File: config.mk
export PLATFORM = sky130hd
export DESIGN_NAME = multicycle_control_flat
export DESIGN_NICKNAME = d
export VERILOG_FILES = /design/src/rtl/mc_ctrl_pkg.sv /design/src/rtl/multicycle_control_if.sv /design/src/rtl/mc_perf_counters.sv /design/src/rtl/multicycle_control.sv /design/src/flat_wrapper.sv
export SDC_FILE = /design/constraint.sdc
export NUM_CORES = 1
export LEC_CHECK = 0
export ABC_CLOCK_PERIOD_IN_PS = 2500
export CAP_MARGIN = 0
export CORE_UTILIZATION = 37
export CTS_BUF_LIST = sky130_fd_sc_hd__clkbuf_8
export DETAILED_ROUTE_END_ITERATION = 10
export PLACE_DENSITY = 0.88
export SLEW_MARGIN = 20
export SYNTH_ARGS = -nofsm -noshare
export SYNTH_HDL_FRONTEND = slang
export SYNTH_SLANG_ARGS = --single-unit
File: constraint.sdc
create_clock -name clk -period 2.5 [get_ports clk]
set_input_delay 0.375 -clock clk [delete_from_list [all_inputs] [get_ports clk]]
set_output_delay 0.375 -clock clk [all_outputs]
set_load 0.005 [all_outputs]
File: src/rtl/mc_ctrl_pkg.sv
// ---------------------------------------------------------------------------
// mc_ctrl_pkg
// Shared constants for the multicycle MIPS controller:
//   - MIPS opcode constants for the supported instruction subset
//   - 4-bit FSM state encoding (values are visible on state_o)
//   - datapath mux encodings (alu_op, pc_src, alu_src_b)
//   - packed strobe bundle driven by the controller each cycle
// ---------------------------------------------------------------------------
package mc_ctrl_pkg;

  // Opcodes (IR[31:26])
  localparam logic [5:0] OP_RTYPE = 6'b000000;
  localparam logic [5:0] OP_J     = 6'b000010;
  localparam logic [5:0] OP_JAL   = 6'b000011;
  localparam logic [5:0] OP_BEQ   = 6'b000100;
  localparam logic [5:0] OP_BNE   = 6'b000101;
  localparam logic [5:0] OP_ADDI  = 6'b001000;
  localparam logic [5:0] OP_SLTI  = 6'b001010;
  localparam logic [5:0] OP_LW    = 6'b100011;
  localparam logic [5:0] OP_SW    = 6'b101011;

  // FSM states; encodings 14/15 are unused and recover to FETCH
  typedef enum logic [3:0] {
    S_FETCH  = 4'd0,
    S_DECODE = 4'd1,
    S_EXEC_R = 4'd2,
    S_WB_R   = 4'd3,
    S_ADDR   = 4'd4,
    S_MEM_RD = 4'd5,
    S_WB_LW  = 4'd6,
    S_MEM_WR = 4'd7,
    S_EXEC_I = 4'd8,
    S_WB_I   = 4'd9,
    S_BRANCH = 4'd10,
    S_JUMP   = 4'd11,
    S_JAL    = 4'd12,
    S_JR     = 4'd13
  } mc_state_e;

  // ALU operation select
  localparam logic [1:0] ALU_ADD   = 2'b00;
  localparam logic [1:0] ALU_SUB   = 2'b01;
  localparam logic [1:0] ALU_FUNCT = 2'b10;
  localparam logic [1:0] ALU_SLT   = 2'b11;

  // PC source select
  localparam logic [1:0] PC_SEQ    = 2'b00;  // ALU result (PC+4)
  localparam logic [1:0] PC_BRANCH = 2'b01;  // ALUOut (branch target)
  localparam logic [1:0] PC_JUMP   = 2'b10;  // jump address
  localparam logic [1:0] PC_RS     = 2'b11;  // register rs (jr)

  // ALU operand B select
  localparam logic [1:0] SRCB_REG  = 2'b00;  // B register
  localparam logic [1:0] SRCB_FOUR = 2'b01;  // constant 4
  localparam logic [1:0] SRCB_IMM  = 2'b10;  // sign-extended immediate
  localparam logic [1:0] SRCB_IMM2 = 2'b11;  // sign-extended immediate << 2

  // All datapath strobes issued in one cycle
  typedef struct packed {
    logic       pc_write;
    logic [1:0] pc_src;
    logic       i_or_d;
    logic       ir_write;
    logic       mem_read;
    logic       mem_write;
    logic       reg_dst;
    logic       ch_31;
    logic       mem_to_reg;
    logic       pc_to_reg;
    logic       reg_write;
    logic       alu_src_a;
    logic [1:0] alu_src_b;
    logic [1:0] alu_op;
  } mc_strobes_t;

endpackage

File: src/rtl/multicycle_control_if.sv
// ---------------------------------------------------------------------------
// multicycle_control_if
// Bundle between the multicycle controller and the shared datapath.
//   datapath -> controller : opcode, funct, zero_flag, mem_ready
//   controller -> datapath : all mux selects / enables, plus debug state,
//                            sticky illegal_op and the two perf counters
// Modports: master = controller side, slave = datapath side.
// Parameter CNT_W sizes cycle_cnt / instr_cnt.
// ---------------------------------------------------------------------------
interface multicycle_control_if #(
  parameter int CNT_W = 32
);
  // Datapath status
  logic [5:0]       opcode;
  logic [5:0]       funct;
  logic             zero_flag;
  logic             mem_ready;
  // Datapath strobes
  logic             pc_write;
  logic [1:0]       pc_src;
  logic             i_or_d;
  logic             ir_write;
  logic             mem_read;
  logic             mem_write;
  logic             reg_dst;
  logic             ch_31;
  logic             mem_to_reg;
  logic             pc_to_reg;
  logic             reg_write;
  logic             alu_src_a;
  logic [1:0]       alu_src_b;
  logic [1:0]       alu_op;
  // Status / debug
  logic [3:0]       state_o;
  logic             illegal_op;
  logic [CNT_W-1:0] cycle_cnt;
  logic [CNT_W-1:0] instr_cnt;

  modport master (
    input  opcode, funct, zero_flag, mem_ready,
    output pc_write, pc_src, i_or_d, ir_write, mem_read, mem_write,
           reg_dst, ch_31, mem_to_reg, pc_to_reg, reg_write,
           alu_src_a, alu_src_b, alu_op,
           state_o, illegal_op, cycle_cnt, instr_cnt
  );

  modport slave (
    output opcode, funct, zero_flag, mem_ready,
    input  pc_write, pc_src, i_or_d, ir_write, mem_read, mem_write,
           reg_dst, ch_31, mem_to_reg, pc_to_reg, reg_write,
           alu_src_a, alu_src_b, alu_op,
           state_o, illegal_op, cycle_cnt, instr_cnt
  );
endinterface

File: src/rtl/mc_perf_counters.sv
// ---------------------------------------------------------------------------
// mc_perf_counters
// Free-running cycle counter and retired-instruction counter for the
// multicycle controller. Both wrap modulo 2^CNT_W.
// Ports:
//   clk       in   clock
//   rst       in   synchronous active-low reset (clears both counters)
//   retire    in   one instruction completes this cycle
//   cycle_cnt out  cycles elapsed since reset release
//   instr_cnt out  instructions retired since reset release
// ---------------------------------------------------------------------------
module mc_perf_counters #(
  parameter int CNT_W = 32
) (
  input  logic             clk,
  input  logic             rst,
  input  logic             retire,
  output logic [CNT_W-1:0] cycle_cnt,
  output logic [CNT_W-1:0] instr_cnt
);

  logic [CNT_W-1:0] cycle_q, cycle_d;
  logic [CNT_W-1:0] instr_q, instr_d;

  always_comb begin
    cycle_d = cycle_q + 1'b1;
    instr_d = retire ? instr_q + 1'b1 : instr_q;
  end

  always_ff @(posedge clk) begin
    if (!rst) begin
      cycle_q <= '0;
      instr_q <= '0;
    end else begin
      cycle_q <= cycle_d;
      instr_q <= instr_d;
    end
  end

  assign cycle_cnt = cycle_q;
  assign instr_cnt = instr_q;

endmodule

File: src/rtl/multicycle_control.sv
// ---------------------------------------------------------------------------
// multicycle_control
// FSM sequencing the shared multicycle MIPS datapath (one memory, one ALU,
// IR/MDR/A/B/ALUOut). Supports add/sub/slt/jr, lw, sw, addi, slti, j, jal,
// beq, bne. Strobes are combinational from the current state, with opcode,
// zero_flag and mem_ready folded in where a state depends on them.
//
// Ports:
//   clk   in   single clock, all state on rising edge
//   rst   in   synchronous reset, active low; also masks every strobe
//               combinationally so a reset mid-write drops mem_write at once
//   bus   master modport of multicycle_control_if (status in, strobes out,
//               state_o, sticky illegal_op, cycle_cnt / instr_cnt)
//
// Parameters:
//   CNT_W     width of the performance counters
//   JR_FUNCT  funct code that marks jr inside R-type
//
// Configuration macro: MC_PERF_CNT_EN
//   defined   -> mc_perf_counters instantiated
//   undefined -> cycle_cnt / instr_cnt tied to zero
// ---------------------------------------------------------------------------
module multicycle_control
  import mc_ctrl_pkg::*;
#(
  parameter int         CNT_W    = 32,
  parameter logic [5:0] JR_FUNCT = 6'b001000
) (
  input logic                  clk,
  input logic                  rst,
  multicycle_control_if.master bus
);

  mc_state_e   state_q, state_d;
  logic        illegal_q, illegal_d;
  mc_strobes_t st_raw;  // strobes implied by the current state
  mc_strobes_t st;      // after reset masking

  // -------------------------------------------------------------------------
  // Next state and strobe decode
  // -------------------------------------------------------------------------
  always_comb begin
    state_d   = state_q;
    illegal_d = illegal_q;
    st_raw    = '0;

    case (state_q)
      S_FETCH: begin
        st_raw.mem_read = 1'b1;
        st_raw.i_or_d   = 1'b0;
        // IR and PC+4 are only committed on the cycle memory delivers
        if (bus.mem_ready) begin
          st_raw.ir_write  = 1'b1;
          st_raw.pc_write  = 1'b1;
          st_raw.pc_src    = PC_SEQ;
          st_raw.alu_src_b = SRCB_FOUR;
          st_raw.alu_op    = ALU_ADD;
          state_d          = S_DECODE;
        end
      end

      S_DECODE: begin
        // Speculatively compute the branch target into ALUOut
        st_raw.alu_src_b = SRCB_IMM2;
        st_raw.alu_op    = ALU_ADD;
        case (bus.opcode)
          OP_RTYPE:      state_d = (bus.funct == JR_FUNCT) ? S_JR : S_EXEC_R;
          OP_LW, OP_SW:  state_d = S_ADDR;
          OP_ADDI,
          OP_SLTI:       state_d = S_EXEC_I;
          OP_BEQ,
          OP_BNE:        state_d = S_BRANCH;
          OP_J:          state_d = S_JUMP;
          OP_JAL:        state_d = S_JAL;
          default: begin
            // Unknown opcode: flag it and refetch without touching state
            illegal_d = 1'b1;
            state_d   = S_FETCH;
          end
        endcase
      end

      S_EXEC_R: begin
        st_raw.alu_src_a = 1'b1;
        st_raw.alu_src_b = SRCB_REG;
        st_raw.alu_op    = ALU_FUNCT;
        state_d          = S_WB_R;
      end

      S_WB_R: begin
        st_raw.reg_dst   = 1'b1;
        st_raw.reg_write = 1'b1;
        state_d          = S_FETCH;
      end

      S_ADDR: begin
        st_raw.alu_src_a = 1'b1;
        st_raw.alu_src_b = SRCB_IMM;
        st_raw.alu_op    = ALU_ADD;
        state_d          = (bus.opcode == OP_LW) ? S_MEM_RD : S_MEM_WR;
      end

      S_MEM_RD: begin
        st_raw.mem_read = 1'b1;
        st_raw.i_or_d   = 1'b1;
        if (bus.mem_ready) state_d = S_WB_LW;
      end

      S_WB_LW: begin
        st_raw.reg_write  = 1'b1;
        st_raw.mem_to_reg = 1'b1;
        state_d           = S_FETCH;
      end

      S_MEM_WR: begin
        st_raw.mem_write = 1'b1;
        st_raw.i_or_d    = 1'b1;
        if (bus.mem_ready) state_d = S_FETCH;
      end

      S_EXEC_I: begin
        st_raw.alu_src_a = 1'b1;
        st_raw.alu_src_b = SRCB_IMM;
        st_raw.alu_op    = (bus.opcode == OP_SLTI) ? ALU_SLT : ALU_ADD;
        state_d          = S_WB_I;
      end

      S_WB_I: begin
        st_raw.reg_write = 1'b1;
        state_d          = S_FETCH;
      end

      S_BRANCH: begin
        // ALU compares A-B; PC takes ALUOut (target from DECODE) if taken
        st_raw.alu_src_a = 1'b1;
        st_raw.alu_src_b = SRCB_REG;
        st_raw.alu_op    = ALU_SUB;
        st_raw.pc_src    = PC_BRANCH;
        st_raw.pc_write  = ((bus.opcode == OP_BEQ) &&  bus.zero_flag) ||
                           ((bus.opcode == OP_BNE) && !bus.zero_flag);
        state_d          = S_FETCH;
      end

      S_JUMP: begin
        st_raw.pc_write = 1'b1;
        st_raw.pc_src   = PC_JUMP;
        state_d         = S_FETCH;
      end

      S_JAL: begin
        // PC still holds PC+4 this cycle, so r31 gets the return address
        st_raw.pc_write  = 1'b1;
        st_raw.pc_src    = PC_JUMP;
        st_raw.reg_write = 1'b1;
        st_raw.ch_31     = 1'b1;
        st_raw.pc_to_reg = 1'b1;
        state_d          = S_FETCH;
      end

      S_JR: begin
        st_raw.pc_write = 1'b1;
        st_raw.pc_src   = PC_RS;
        state_d         = S_FETCH;
      end

      default: state_d = S_FETCH;  // 14/15: recover silently
    endcase
  end

  // Reset masks strobes combinationally, not just via the state register
  assign st = rst ? st_raw : '0;

  // -------------------------------------------------------------------------
  // State registers
  // -------------------------------------------------------------------------
  always_ff @(posedge clk) begin
    if (!rst) begin
      state_q   <= S_FETCH;
      illegal_q <= 1'b0;
    end else begin
      state_q   <= state_d;
      illegal_q <= illegal_d;
    end
  end

  // -------------------------------------------------------------------------
  // Outputs
  // -------------------------------------------------------------------------
  assign bus.pc_write   = st.pc_write;
  assign bus.pc_src     = st.pc_src;
  assign bus.i_or_d     = st.i_or_d;
  assign bus.ir_write   = st.ir_write;
  assign bus.mem_read   = st.mem_read;
  assign bus.mem_write  = st.mem_write;
  assign bus.reg_dst    = st.reg_dst;
  assign bus.ch_31      = st.ch_31;
  assign bus.mem_to_reg = st.mem_to_reg;
  assign bus.pc_to_reg  = st.pc_to_reg;
  assign bus.reg_write  = st.reg_write;
  assign bus.alu_src_a  = st.alu_src_a;
  assign bus.alu_src_b  = st.alu_src_b;
  assign bus.alu_op     = st.alu_op;
  assign bus.state_o    = state_q;
  assign bus.illegal_op = illegal_q;

  // -------------------------------------------------------------------------
  // Performance counters
  // -------------------------------------------------------------------------
`ifdef MC_PERF_CNT_EN
  // An instruction retires on the edge that returns a completing state to
  // FETCH. DECODE->FETCH only happens for illegal opcodes and is excluded,
  // as are recoveries from the unused encodings.
  logic retire;

  always_comb begin
    retire = rst && (state_d == S_FETCH) &&
             (state_q inside {S_WB_R, S_WB_LW, S_MEM_WR, S_WB_I,
                              S_BRANCH, S_JUMP, S_JAL, S_JR});
  end

  mc_perf_counters #(
    .CNT_W (CNT_W)
  ) u_perf (
    .clk       (clk),
    .rst       (rst),
    .retire    (retire),
    .cycle_cnt (bus.cycle_cnt),
    .instr_cnt (bus.instr_cnt)
  );
`else
  assign bus.cycle_cnt = {CNT_W{1'b0}};
  assign bus.instr_cnt = {CNT_W{1'b0}};
`endif

endmodule

File: src/flat_wrapper.sv
// flat-port wrapper written by rule: the top's interface ports become plain ports
module multicycle_control_flat import mc_ctrl_pkg::*;
#(
  parameter int         CNT_W    = 32,
  parameter logic [5:0] JR_FUNCT = 6'b001000
)
  (clk, rst, bus_opcode, bus_funct, bus_zero_flag, bus_mem_ready, bus_pc_write, bus_pc_src, bus_i_or_d, bus_ir_write, bus_mem_read, bus_mem_write, bus_reg_dst, bus_ch_31, bus_mem_to_reg, bus_pc_to_reg, bus_reg_write, bus_alu_src_a, bus_alu_src_b, bus_alu_op, bus_state_o, bus_illegal_op, bus_cycle_cnt, bus_instr_cnt);
  multicycle_control_if #(.CNT_W(CNT_W)) bus_i ();
  input logic clk;
  input logic rst;
  input wire logic [$bits(bus_i.opcode)-1:0] bus_opcode;
  input wire logic [$bits(bus_i.funct)-1:0] bus_funct;
  input wire logic [$bits(bus_i.zero_flag)-1:0] bus_zero_flag;
  input wire logic [$bits(bus_i.mem_ready)-1:0] bus_mem_ready;
  output wire logic [$bits(bus_i.pc_write)-1:0] bus_pc_write;
  output wire logic [$bits(bus_i.pc_src)-1:0] bus_pc_src;
  output wire logic [$bits(bus_i.i_or_d)-1:0] bus_i_or_d;
  output wire logic [$bits(bus_i.ir_write)-1:0] bus_ir_write;
  output wire logic [$bits(bus_i.mem_read)-1:0] bus_mem_read;
  output wire logic [$bits(bus_i.mem_write)-1:0] bus_mem_write;
  output wire logic [$bits(bus_i.reg_dst)-1:0] bus_reg_dst;
  output wire logic [$bits(bus_i.ch_31)-1:0] bus_ch_31;
  output wire logic [$bits(bus_i.mem_to_reg)-1:0] bus_mem_to_reg;
  output wire logic [$bits(bus_i.pc_to_reg)-1:0] bus_pc_to_reg;
  output wire logic [$bits(bus_i.reg_write)-1:0] bus_reg_write;
  output wire logic [$bits(bus_i.alu_src_a)-1:0] bus_alu_src_a;
  output wire logic [$bits(bus_i.alu_src_b)-1:0] bus_alu_src_b;
  output wire logic [$bits(bus_i.alu_op)-1:0] bus_alu_op;
  output wire logic [$bits(bus_i.state_o)-1:0] bus_state_o;
  output wire logic [$bits(bus_i.illegal_op)-1:0] bus_illegal_op;
  output wire logic [$bits(bus_i.cycle_cnt)-1:0] bus_cycle_cnt;
  output wire logic [$bits(bus_i.instr_cnt)-1:0] bus_instr_cnt;
  assign bus_i.opcode = bus_opcode;
  assign bus_i.funct = bus_funct;
  assign bus_i.zero_flag = bus_zero_flag;
  assign bus_i.mem_ready = bus_mem_ready;
  assign bus_pc_write = bus_i.pc_write;
  assign bus_pc_src = bus_i.pc_src;
  assign bus_i_or_d = bus_i.i_or_d;
  assign bus_ir_write = bus_i.ir_write;
  assign bus_mem_read = bus_i.mem_read;
  assign bus_mem_write = bus_i.mem_write;
  assign bus_reg_dst = bus_i.reg_dst;
  assign bus_ch_31 = bus_i.ch_31;
  assign bus_mem_to_reg = bus_i.mem_to_reg;
  assign bus_pc_to_reg = bus_i.pc_to_reg;
  assign bus_reg_write = bus_i.reg_write;
  assign bus_alu_src_a = bus_i.alu_src_a;
  assign bus_alu_src_b = bus_i.alu_src_b;
  assign bus_alu_op = bus_i.alu_op;
  assign bus_state_o = bus_i.state_o;
  assign bus_illegal_op = bus_i.illegal_op;
  assign bus_cycle_cnt = bus_i.cycle_cnt;
  assign bus_instr_cnt = bus_i.instr_cnt;
  multicycle_control #(.CNT_W(CNT_W), .JR_FUNCT(JR_FUNCT)) u_core (.clk(clk), .rst(rst), .bus(bus_i));
endmodule
==> impl_metrics.ini <==
[critical_path]
crit_path_max_fanout = 3
worst-r2r-setup-slack_ps = 660
worst_setup_path_end_kind = output port
crit_path_start = bus_opcode[4]
regToRegEndpoint = u_core.bus.state_o[3]
reg2regPathDepth = 3
worstPathArrival_ps = 2090
r2r_start = u_core.bus.state_o[0]
critPathLaunchType = input pin
critPathKind = input pin to output port
crit_required_ps = 2120

[global_route]
grt_pass1_wl_um = 4640
grtUsageTotal = 0.164
antenna_found_initial = 0
grt_max_degree = 25
grt_pass1_vias = 1029
gr-total-overflow = 0

[timing]
fmax_ghz = 0.405
final.setup.tns_ps = 0
setup_violations = 0
rsz0062_at_grt = true
finalHoldViolCount = 0
worst_slew_pin_slew_ps = 618
drv_slew = 0
period_needed_ps = 2470
fin_crit_sh = 0.988
max_slew_margin = 0.577
finalClockSkew_ps = 0.898

[routing]
drt_iter0_drc = 37
post_drt_via_cell_ratio = 4.48
vias = 1224
routed_wl_um = 2900
postRouteAntennaNets = 0
wire_per_inst_um = 10.6
drtPass1Iterations = 4
drc_errors = 0

[logic_synthesis]
syn_inst = 183
synth.avg_cell_area_um2 = 7.12
synth_warnings = 0
synth_edf_count = 0
synth_seq_cells = 5
synth_cell_types = 51
async_reset_ff_frac = 0
synth_ff_type = dfxtp_1
ys_seq_area_frac = 0.0768
syn-cell-area_mm2 = 0.00130

[die]
design.core.area_mm2 = 0.00336
fp-row-count = 21
die_y_um = 61.3
dieArea_mm2 = 0.00376
start_util = 0.387
num_io_pins = 102
die_w_um = 61.3

[power_and_ir_drop]
ir_worst_vdd_uv = 139
p_int_mw = 0.264
p_seq_frac = 0.244
combPwrFrac = 0.382
swShare = 0.320
powerDensity_mw_per_mm2 = 241
clockPowerShare = 0.374
leakage_nw = 0.783
p_switching_mw = 0.124

[clock_network]
post_cts_buffers = 0
cts-buffers-inserted = 3
cts_sinks = 5
postCtsHoldBufs = 0
tritoncts = built
cts_buffer_depth = 2
htreeDepth = 1
insertion_delay_ps = 220
path_clk_slew_ps = 40
cts_root_buffer = clkbuf_8

[final_layout]
layout_commonest_cell = conb_1
drive_gt1_frac = 0.110
area_growth_pct = 23.6
antennaDiodeCount = 0
nNetsFinal = 244
layout_common_cells = conb_1 (64), clkdlybuf4s50_1 (34), nor2_1 (15), buf_4 (15), a21oi_1 (10)
final_cell_count_no_fill = 273

[placement]
dp.cells = 269
gp_congestion = 0.828
io_buffers = 37
place_hpwl_um = 2320

[flow_run]
cap_violations = 0

[worst_hold_path]
worstHoldPathCells = 1
hold_start = u_core.bus.illegal_op
hp-class = flip-flop to flip-flop
holdPathEnd = u_core.bus.illegal_op

[status]
status = completed
Yosys cell counts (2+ instances only):
master,number,area share
buf_4,65,0.37
nor2_1,15,0.043
a21oi_1,10,0.038
nand2_1,8,0.023
clkbuf_1,6,0.017
dfxtp_1,5,0.077
nand2b_1,5,0.024
nor2b_1,5,0.024
nor3_1,5,0.019
xor2_1,5,0.034
o21ai_0,3,0.012
a211oi_1,2,0.012
a31oi_1,2,0.0096
and3b_1,2,0.013
and4b_1,2,0.015
buf_2,2,0.0077
inv_1,2,0.0058
nor4_1,2,0.0096
o21a_1,2,0.012
o21ai_1,2,0.0077
o221a_1,2,0.017
o41ai_1,2,0.013
power by group through the flow:
| stage | clock network [mW] | registers (mW) | logic (mW) |
|---|---|---|---|
| floorplan | 0 | 0.0880 | 0.152 |
| global placement | 0 | 0.0952 | 0.143 |
| detailed placement | 0 | 0.0952 | 0.144 |
| CTS | 0.149 | 0.0940 | 0.146 |
| global route | 0.160 | 0.0960 | 0.167 |
| finish | 0.145 | 0.0947 | 0.148 |
worst max path at each step:
stage                     to  slack, ps  cells past startpoint
2_1_floorplan  bus_alu_op[1]        770                      5
3_3_place_gp   bus_alu_op[1]        -20                      6
3_5_place_dp   bus_alu_op[1]        -10                      6
4_1_cts        bus_alu_op[1]          3                      6
5_1_grt         bus_pc_write        -90                      6
6_report        bus_pc_write         30                      6
worst max-delay path, stage by stage:
cell	delay, ps
clkdlybuf4s50_1	460
nor4bb_2	310
nand4_1	160
a21boi_1	170
o21a_1	120
clkdlybuf4s50_1	500
cells by family (layout without fill, tap and decap cells):
| kind of cell | Yosys count | in the layout | synth area share |
|---|---|---|---|
| other | 1 | 64 | 0.00288 |
| muxes | 1 | 1 | 0.00769 |
| AOI/OAI and AO/OA | 35 | 35 | 0.189 |
| DFF | 5 | 5 | 0.0769 |
| buffers and inverters | 78 | 59 | 0.420 |
| and+or+nand+nor | 57 | 57 | 0.263 |
| xor gates and xnor gates | 6 | 6 | 0.0403 |
flip-flops by register name, summed over array words and instances, names as in the netlist:
name	count
u_core.bus.state_o	4
u_core.bus.illegal_op	1
per-stage QoR:
step	setup WS, ps	area, µm²	total power, mW	hold slack (ps)	util
2_1_floorplan	771	1540	0.240	464	-
3_3_place_gp	-24.1	1540	0.239	452	0.459
3_5_place_dp	-9.70	1540	0.239	465	0.459
4_1_cts	2.64	1600	0.389	474	0.474
5_1_grt	-87.3	1610	0.423	482	0.479
6_report	31.1	1610	0.388	468	0.479
area by class of cell:
class                   count  area (µm²)
repair buffers             52         490
clock buffers               3        41.3
flip-flops and latches      5         101
well taps                  46        57.6
fillers                   377        1750
multi-input cells         163         905
inverters                   3        11.3
clock inverters             1        3.75
repair_timing:
item | in CTS | in global routing
endpoints found under the setup margin | 2 | 4
pin swaps | 0 | 3
resized for setup | 1 | 5
routing by layer:
metal | global-route usage | wire, µm | share of wire | up-vias
li1 | - | - | - | 594
met1 | 0.213 | 1260 | 0.43 | 561
met2 | 0.278 | 1380 | 0.47 | 63
met3 | 0.0399 | 238 | 0.082 | 6
met4 | 0.0286 | 28 | 0.0097 | 0
met5 | 0 | 0 | 0 | -
Power figures use the tool's default switching activity.
